### config.mk
export PLATFORM = sky130hd
export DESIGN_NAME = piece_queue
export DESIGN_NICKNAME = d
export VERILOG_FILES = /design/src/rtl/piece_queue.sv
export SDC_FILE = /design/constraint.sdc
export NUM_CORES = 1
export LEC_CHECK = 0
export ABC_AREA = 1
export BUFFER_PORTS_ARGS = -buffer_cell sky130_fd_sc_hd__buf_2
export CORE_AREA = 2 2 49 60
export DETAILED_ROUTE_END_ITERATION = 8
export DIE_AREA = 0 0 51 62
export PLACE_DENSITY = 0.8
export REMOVE_ABC_BUFFERS = 1
export SLEW_MARGIN = 30
export SYNTH_ARGS = -nofsm -noshare
export SYNTH_HDL_FRONTEND = slang
export SYNTH_SLANG_ARGS = --single-unit
### constraint.sdc
create_clock -name clk -period 2.6 [get_ports clk]
set_clock_uncertainty 0.15 [all_clocks]
set_input_delay 0.26 -clock clk [delete_from_list [all_inputs] [get_ports clk]]
set_output_delay 0.26 -clock clk [all_outputs]
set_load 0.01 [all_outputs]
### src/rtl/piece_queue.sv
// Piece preview queue: a DEPTH-entry FIFO of tetromino types fed from an upstream LFSR word.
// Define PIECE_QUEUE_BAG7_EN to add the 7-bag randomizer, which rejects types already used in the current bag.
module piece_queue #(
  parameter int DEPTH = 4
) (
  input  logic       clk,
  input  logic       reset,
  input  logic [9:0] rnd,
  input  logic       take,
  output logic [2:0] piece,
  output logic       valid,
  output logic [2:0] next_piece,
  output logic       next_valid,
  output logic [3:0] count
);

  localparam logic [3:0] DEPTH_C = 4'(DEPTH);

  typedef enum logic {FILL, FULL} state_e;

  state_e     state_q;
  logic [2:0] slot_q [DEPTH];
  logic [2:0] slot_d [DEPTH];
  logic [3:0] count_q, count_d, wr_idx;
  logic [2:0] piece_q, next_piece_q;
  logic       valid_q, next_valid_q;
  logic [2:0] cand;
  logic       accept, pop, push;
  logic       unused_rnd;

  assign cand       = rnd[2:0];
  assign unused_rnd = ^rnd[9:3];

`ifdef PIECE_QUEUE_BAG7_EN
  logic [6:0] mask_q, mask_d, mask_set;
  logic [7:0] reject_vec;

  // Type 7 is folded into the lookup as a permanently "used" entry.
  assign reject_vec = {1'b1, mask_q};
  assign accept     = !reject_vec[cand];
  assign mask_set   = mask_q | (7'd1 << cand);

  always_comb begin
    mask_d = mask_q;
    if (push) mask_d = (mask_set == 7'h7F) ? 7'd0 : mask_set;
  end
`else
  assign accept = (cand != 3'd7);
`endif

  assign pop  = take && valid_q;
  assign push = accept && ((state_q == FILL) || pop);

  always_comb begin
    slot_d = slot_q;
    if (pop) begin
      for (int i = 0; i < DEPTH - 1; i++) slot_d[i] = slot_q[i+1];
      slot_d[DEPTH-1] = 3'd0;
    end
    wr_idx = count_q - {3'd0, pop};
    if (push) begin
      for (int i = 0; i < DEPTH; i++)
        if (4'(i) == wr_idx) slot_d[i] = cand;
    end
    count_d = count_q + {3'd0, push} - {3'd0, pop};
  end

  always_ff @(posedge clk) begin
    if (reset) begin
      state_q      <= FILL;
      count_q      <= 4'd0;
      piece_q      <= 3'd0;
      next_piece_q <= 3'd0;
      valid_q      <= 1'b0;
      next_valid_q <= 1'b0;
      for (int i = 0; i < DEPTH; i++) slot_q[i] <= 3'd0;
`ifdef PIECE_QUEUE_BAG7_EN
      mask_q       <= 7'd0;
`endif
    end else begin
      count_q      <= count_d;
      slot_q       <= slot_d;
      valid_q      <= (count_d != 4'd0);
      next_valid_q <= (count_d >= 4'd2);
      piece_q      <= (count_d != 4'd0) ? slot_d[0] : 3'd0;
      next_piece_q <= (count_d >= 4'd2) ? slot_d[1] : 3'd0;
`ifdef PIECE_QUEUE_BAG7_EN
      mask_q       <= mask_d;
`endif
      case (state_q)
        FILL: if (count_d == DEPTH_C) state_q <= FULL;
        FULL: if (pop && !push)       state_q <= FILL;
        default:                      state_q <= FILL;
      endcase
    end
  end

  assign piece      = piece_q;
  assign valid      = valid_q;
  assign next_piece = next_piece_q;
  assign next_valid = next_valid_q;
  assign count      = count_q;

endmodule

== Word-level counts from Yosys, hierarchy flattened ==
Index checks and enable logic that the tools add are counted.
Cells by class
  bitwise logic cells: 3
  reductions and logical operators: 9
  magnitude comparators: 1
  add/subtract/negate cells: 3
  mux-type cells: 9
  eq/ne operators: 5
Operators by type and width (count)
  $mux W12: 2
  $mux W3: 4
  $eq A2 B4 Y1 const A: 2
  $sub A4 B1 Y4: 2
  $add A4 B1 Y4: 1
  $eq A1 B4 Y1 const A: 1
  $eq A4 B3 Y1 const B: 1
  $ge A4 B2 Y1 const B: 1
  $logic_not A4 Y1: 1
  $reduce_bool A4 Y1: 1
  $reduce_or A2 Y1: 2
  $logic_and A1 B1 Y1: 3
  $ne A3 B3 Y1 const B: 1
  $not A1 Y1: 3
  $mux W1: 2
  $pmux W1 S2: 1
  $logic_not A1 Y1: 1
  $logic_or A1 B1 Y1: 1
Storage, ports and cells
  register bits after elaboration: 25
  input port bits: 13
  logic and storage cells: 40
  output and inout bits: 12

== Depth between registers and ports, before layout ==
Gate-level depths: netlist (run 1).
  depth after elaboration: 8
  mapped depth: 14
  depth with buffers taken out: 14

== Worst setup path before layout (run 1) ==
Ideal clock, no wire load.
  path kind: reg2reg
  start point: register valid_q, in the netlist valid
  end point: register next_piece_q[0], in the netlist next_piece[0]
  slack: 245 ps
  data required time: 2340 ps
  data arrival time: 2095 ps
  path buffers: 0
  period minus slack after synthesis: 2355 ps
  library setup time: 110 ps
  stages on the path, launching flop included: 13
  cell sequence: dfxtp_1 nand2_2 clkinv_1 ha_1 inv_1 ha_1 fa_1 xor2_1 nor2_1 nor2_1 nand2_1 nand3_1 inv_1
Between the ends
  longest elaborated chain between the ends: 8
  elaborated cells between the ends (all ways): 13
  those cells by class: add/sub (3); order compare (1); eq/ne (1); mux (3); bitwise (1); reduce/logical (4)
RTL lines
  start: declaration: line 26  | logic valid_q, next_valid_q;
  start signal: assignment: line 83  | valid_q <= (count_d != 4'd0);
  $logic_and A1 B1 Y1 (*): line 51  | assign pop = take && valid_q;
  $logic_or A1 B1 Y1: line 52  | assign push = accept && ((state_q == FILL) || pop);
  $logic_and A1 B1 Y1: line 52
  $add A4 B1 Y4: line 65  | count_d = count_q + {3'd0, push} - {3'd0, pop};
  $sub A4 B1 Y4: line 65
  $ge A4 B2 Y1: line 86  | next_piece_q <= (count_d >= 4'd2) ? slot_d[1] : 3'd0;
  $not A1 Y1 (no source line)
  $reduce_or A2 Y1 (no source line)
  end signal: assignment: line 86
  end: declaration: line 25  | logic [2:0] piece_q, next_piece_q;
Mark *: on every way between the ends. The rest lies on a longest branch, timed or not.
A chain may end at the register's enable or synchronous reset.

== Final worst setup path (run 1) ==
  start point: register valid_q, in the netlist valid
  end point: register next_piece_q[1], in the netlist next_piece[1]
Same word-level chain as after synthesis.

==> flow_metrics.env, run 1 <==
export IMPL_ios=25
export IMPL_die_x_microns=51
export IMPL_grt_use_total=0.175
export IMPL_cts_tree="done"
export IMPL_drt_pass1_iter_count=4
export IMPL_cp_startpoint="valid"
export IMPL_cts_resized=0
export IMPL_worstMarginPinSlew_ns=0.336
export IMPL_via_per_inst=4.69
export IMPL_cp_end_kind="flop"
export IMPL_synth_xor_area_frac=0.00655
export IMPL_fin_crit_ns=2.41
export IMPL_grt_pass1_wl_microns=4120
export IMPL_irDropWorstVdd_uv=470
export IMPL_clock_sinks=25
export IMPL_register_area_sq_um=502
export IMPL_hp_class="in -> reg"
export IMPL_outcome="finished, final reports clean"
export IMPL_numCtsBuffers=3
export IMPL_regToRegEndpoint="next_piece[1]"
export IMPL_clock_latency_ns=0.33
export IMPL_r2r_cells=13
export IMPL_drv_slew=0
export IMPL_multiInputGateArea_sq_um=687
export IMPL_r2r_start="valid"
export IMPL_wl_met2_microns=1320
export IMPL_crit_path_max_incr_delay_ns=0.37
export IMPL_worstHoldStart="rnd[0]"
export IMPL_antenna_cells=0
export IMPL_antenna_found_initial=0
export IMPL_grt_start_max_net_pins=16
export IMPL_power_density_nw_per_um2=1210
export IMPL_slew_headroom=0.775
export IMPL_rrSetupSlack_ns=0.19
export IMPL_finalNetCount=243
export IMPL_critPathKind="reg -> reg"
export IMPL_hold_violations=0
export IMPL_cp_common_cell="nand2_2"
export IMPL_root_buffer="clkbuf_4"
export IMPL_critPathLaunchType="flop"
export IMPL_core_sq_um=2650
export IMPL_syn_inst=199
export IMPL_ant_nets=0
export IMPL_drt_total_wl_microns=2610
export IMPL_grt_ovfl_total=0
export IMPL_final_setup_worst_slack_ns=0.193
export IMPL_detail_route_wl_per_cell_microns=10.3
export IMPL_muxShareOfSynthArea=0
export IMPL_synth_compound_area_frac=0.0309
export IMPL_maxCapViolCount=0
export IMPL_synthAdderAreaFrac=0.0898
export IMPL_drtIter0Drc=37
export IMPL_cts_setup_buffers=0
export IMPL_required_ns=2.70
export IMPL_vias=1192
export IMPL_layout_drive_gt1_share=0.177
export IMPL_synthesis_area_sq_um=1340
export IMPL_htreeDepth=1
export IMPL_yosys_warnings=0
export IMPL_remaining_drc_errors=0
export IMPL_synth_top_family_by_area="simple AND/OR/NAND/NOR gates"
export IMPL_critPathArrivalTime_ns=2.50
export IMPL_yosys_area_share_simple=0.377
export IMPL_clk_pin_slew_worst_paths_ns=0.14
export IMPL_place_ws_ns=0.109
export IMPL_endpoint="next_piece[1]"
export IMPL_die_area_sq_um=3160
export IMPL_io_buffers=17
export IMPL_cp_cell_sequence="nand2_2, nand2_1, nand2_2, ha_1, inv_1, ha_1, fa_2, xor2_2, nor2_1, nor2_1, nand2_2, nand3_1, inv_1"
export IMPL_max_freq_mhz=415
export IMPL_synth_cell_types=23
export IMPL_gp_congestion=0.833
export IMPL_maxUsedRoutingLayer="met4"
export IMPL_cp_max_fo=5
export IMPL_ys_seq_elements=25
export IMPL_cts_hold_buf=0
export IMPL_cts_buffer_depth=2
export IMPL_area_growth_pct=12.7
export IMPL_detailroute_wirelength_met3_microns=99
export IMPL_p_leak_nw=0.822
export IMPL_setup_violations=0
export IMPL_finalCritPeriodShare=0.926
export IMPL_cp_slowest_cell="fa_2"
export IMPL_fillers=277
export IMPL_postSynthAreaPerCell_sq_um=6.72
export IMPL_first_global_vias=997
export IMPL_tns_ns=0
export IMPL_synth_seq_area_share=0.374
export IMPL_start_util=0.504
export IMPL_dp_hpwl_microns=2020
export IMPL_wl_met1_microns=1140
export IMPL_rows=21
export IMPL_die_y_microns=62
==> logic make-up after synthesis <==
logic type               Yosys count
AO/OA/AOI/OAI                      8
XOR/XNOR                           1
adder cells (fa/ha/maj)            9
buffers and inverters             40
flip-flops                        25
AND/OR/NAND/NOR                  116
==> where the power goes <==
part / internal, W / switching (W) / leakage, nW
clock: 0.0000589 / 0.000124 / 0.0139
combinational: 0.000386 / 0.000681 / 0.603
sequential: 0.000522 / 0.0000596 / 0.205
==> worst min-delay path by stage <==
stage	slack, ns	cells past startpoint	endpoint
after floorplan	0.18	1	slot_q[8]
after global placement	0.30	2	state_q
after detailed placement	0.30	2	state_q
after CTS	0.06	3	slot_q[2]
after global routing	0.07	2	slot_q[8]
final	0.05	3	slot_q[3]
==> worst max-delay path, delay by kind of cell, from the launching register on <==
kind	cells	cell delay (ns)
flops	1	0.36
simple gates	7	0.65
buf+inv	2	0.09
xor+xnor	1	0.20
fa+ha+maj	3	0.87
==> per-stage QoR <==
| step | cells | instance area (sq um) | hold WS (ns) | power, W | utilization |
|---|---|---|---|---|---|
| 2_1_floorplan | 196 | 1310 | 0.179 | 0.00136 | - |
| 3_3_place_gp | 250 | 1460 | 0.298 | 0.00158 | 0.552 |
| 3_5_place_dp | 250 | 1460 | 0.304 | 0.00163 | 0.552 |
| 4_1_cts | 254 | 1490 | 0.0621 | 0.00181 | 0.563 |
| 5_1_grt | 254 | 1510 | 0.0717 | 0.00201 | 0.568 |
| 6_report | 254 | 1510 | 0.0498 | 0.00183 | 0.568 |
==> sequential cells by signal, indices dropped and copies added (netlist names) <==
register and cells:
state_q 1, piece 3, slot_q 12, next_valid 1, count 4, next_piece 3
valid 1
==> metal layers <==
metal	vias up	global-route usage
met5	-	0
met4	0	0.0772
met3	7	0.0239
met2	29	0.336
met1	520	0.194
li1	636	-
==> cell type report <==
type | instances | share of cell area
inverters | 37 | 0.0921
clock buffers | 3 | 0.0149
multi-input cells | 134 | 0.456
clock inverters | 1 | 0.00498
repair buffers | 20 | 0.0714
well taps | 34 | 0.0282
flip-flops and latches | 25 | 0.333
==> cell usage after synthesis <==
master	count	area (sq um)
a21oi_1	2	10.0
a31oi_1	1	6.26
buf_2	1	5.00
buf_4	1	7.51
buf_6	1	11.3
clkinv_1	2	7.51
dfxtp_1	25	500
fa_1	1	20.0
ha_1	8	100
inv_1	33	124
inv_2	2	7.51
nand2_1	63	236
nand2_2	5	31.3
nand3_1	13	65.1
nand3_2	1	10.0
nand3_4	1	17.5
nand3b_1	2	15.0
nand4_1	1	6.26
nor2_1	28	105
nor2_2	1	6.26
nor2_4	1	11.3
o21ai_0	5	25.0
xor2_1	1	8.76
==> cell usage in the layout (no fill, tap or decap), types with 2 or more instances in the layout <==
| master | count |
|---|---|
| a21oi_1 | 2 |
| clkinv_1 | 2 |
| nand2_2 | 6 |
| buf_2 | 17 |
| nand2_1 | 62 |
| o21ai_0 | 5 |
| nand3b_1 | 2 |
| nor2_1 | 28 |
| dfxtp_1 | 24 |
| inv_1 | 33 |
| nand3_1 | 13 |
| clkbuf_4 | 3 |
| ha_1 | 8 |
| inv_2 | 2 |
| buf_4 | 3 |
Power figures use the tool's default switching activity.
==> run 2, diff against run 1 <==
- CELL_PAD_IN_SITES_DETAIL_PLACEMENT: not set -> 0
- CELL_PAD_IN_SITES_GLOBAL_PLACEMENT: not set -> 1
- CORE_AREA: 2 2 49 60 -> 2 2 58 70
- DIE_AREA: 0 0 51 62 -> 0 0 60 72
- PLACE_DENSITY: 0.8 -> 0.81
==> flow_metrics.env, run 2 (synthesis gave the netlist of run 1 again) <==
export IMPL_p_leak_nw=0.832
export IMPL_cp_max_fo=5
export IMPL_drv_slew=0
export IMPL_finalCritPeriodShare=0.922
export IMPL_fillers=402
export IMPL_grt_pass1_wl_microns=4520
export IMPL_first_global_vias=1025
export IMPL_finalNetCount=243
export IMPL_cts_setup_buffers=0
export IMPL_irDropWorstVdd_uv=299
export IMPL_grt_use_total=0.137
export IMPL_largest_register_ffs=12
export IMPL_root_buffer="clkbuf_8"
export IMPL_remaining_drc_errors=0
export IMPL_rows=24
export IMPL_wl_met2_microns=1250
export IMPL_layout_drive_gt1_share=0.164
export IMPL_maxUsedRoutingLayer="met4"
export IMPL_ant_nets=0
export IMPL_detailroute_wirelength_met3_microns=97
export IMPL_via_per_inst=4.25
export IMPL_maxCapViolCount=0
export IMPL_top_register="slot_q"
export IMPL_hold_depth=3
export IMPL_fin_total_pwr_w=0.00186
export IMPL_r2r_start="valid"
export IMPL_r2r_cells=13
export IMPL_required_ns=2.62
export IMPL_grt_start_max_net_pins=14
export IMPL_grt_ovfl_total=0
export IMPL_critPathArrivalTime_ns=2.41
export IMPL_wl_met1_microns=1300
export IMPL_start_util=0.368
export IMPL_drt_pass1_iter_count=4
export IMPL_worstHoldStart="rnd[0]"
export IMPL_vias=1157
export IMPL_cts_resized=0
export IMPL_final_cell_mix="nand2_1, inv_1, nor2_1, dfxtp_1, buf_2"
export IMPL_gp_congestion=0.767
export IMPL_dp_hpwl_microns=2070
export IMPL_drtIter0Drc=52
export IMPL_cts_hold_buf=0
export IMPL_p_int_w=0.00101
export IMPL_critPathKind="reg -> reg"
export IMPL_critPathLaunchType="flop"
export IMPL_io_buffers=17
export IMPL_seq_power_share=0.311
export IMPL_slew_headroom=0.739
export IMPL_placed_cell_area_sq_um=1490
export IMPL_die_x_microns=60
export IMPL_switching_share=0.455
export IMPL_cp_end_kind="flop"
export IMPL_power_frac_comb=0.567
export IMPL_cts_buffer_depth=2
export IMPL_p_sw_w=0.000845
export IMPL_fin_crit_ns=2.40
export IMPL_final_common_cell="nand2_1"
export IMPL_antenna_found_initial=0
export IMPL_clk_pin_slew_worst_paths_ns=0.08
export IMPL_post_route_cell_area_sq_um=1540
export IMPL_max_freq_mhz=417
export IMPL_setup_violations=0
export IMPL_clock_sinks=25
export IMPL_htreeDepth=1
export IMPL_hp_class="in -> reg"
export IMPL_power_density_nw_per_um2=1200
export IMPL_die_area_sq_um=4320
export IMPL_tns_ns=0
export IMPL_numCtsBuffers=3
export IMPL_cts_tree="done"
export IMPL_antenna_cells=0
export IMPL_worstMarginPinSlew_ns=0.390
export IMPL_outcome="finished, final reports clean"
export IMPL_detail_route_wl_per_cell_microns=9.83
export IMPL_area_growth_pct=15.2
export IMPL_core_sq_um=3630
export IMPL_clock_latency_ns=0.26
export IMPL_drt_total_wl_microns=2670
export IMPL_ios=25
export IMPL_hold_violations=0
export IMPL_die_y_microns=72
export IMPL_pwr_share_clk=0.122
export IMPL_cp_startpoint="valid"
==> run 2: changes by cell type in the layout (fill, tap and decap cells not counted) <==
cell | previous run | this run
clkbuf_4 | 3 | 0
clkbuf_8 | 0 | 3
clkbuf_1 | 0 | 1
clkinvlp_4 | 1 | 0
dfxtp_1 | 24 | 25
dfxtp_2 | 1 | 0
fa_1 | 0 | 1
fa_2 | 1 | 0
==> run 2: routing by layer <==
layer | vias up | GRT usage
met5 | - | 0
met1 | 494 | 0.182
met2 | 25 | 0.229
li1 | 636 | -
met4 | 0 | 0.0444
met3 | 2 | 0.0160
==> run 2: power by group through the flow <==
| stage | Clock [W] | Sequential [W] | Combinational (W) |
|---|---|---|---|
| 2_1_floorplan | 0 | 0.000614 | 0.000744 |
| 3_3_place_gp | 0 | 0.000584 | 0.00103 |
| 3_5_place_dp | 0 | 0.000586 | 0.00104 |
| 4_1_cts | 0.000234 | 0.000578 | 0.00105 |
| 5_1_grt | 0.000248 | 0.000592 | 0.00123 |
| 6_report | 0.000226 | 0.000577 | 0.00105 |
==> run 2: final timing paths <==
check | end | slack [ns]
worst max-delay path | next_piece[1] | 0.20
worst min-delay path | slot_q[3] | 0.11
worst max register to register | next_piece[1] | 0.20
worst min register to register | state_q | 0.31
==> run 2: per-stage QoR <==
step | util | instances | worst slack (ns) | hold slack, ns
floorplan | - | 196 | 0.134 | 0.179
global placement | 0.409 | 268 | 0.146 | 0.300
detailed placement | 0.409 | 268 | 0.117 | 0.305
CTS | 0.421 | 272 | 0.145 | 0.108
global route | 0.424 | 272 | -0.000337 | 0.131
finish | 0.424 | 272 | 0.204 | 0.109
==> run 2: critical path, cell delays in order, from the launching register on <==
cell and delay, ns:
dfxtp_1 0.34, nand2_2 0.08, nand2_1 0.08, nand2_2 0.09, ha_1 0.28, inv_1 0.04, ha_1 0.20, fa_1 0.41
xor2_2 0.19, nor2_1 0.07, nor2_1 0.13, nand2_2 0.11, nand3_1 0.09, inv_1 0.04
==> run 2: area by class of cell <==
cell class | instances | area, sq um | area share
Clock buffer | 4 | 45.0 | 0.0292
Inverter | 37 | 139 | 0.0901
Multi-Input combinational cell | 134 | 684 | 0.444
Sequential cell | 25 | 500 | 0.325
Tap cell | 52 | 65.1 | 0.0422
Timing Repair Buffer | 20 | 108 | 0.0698
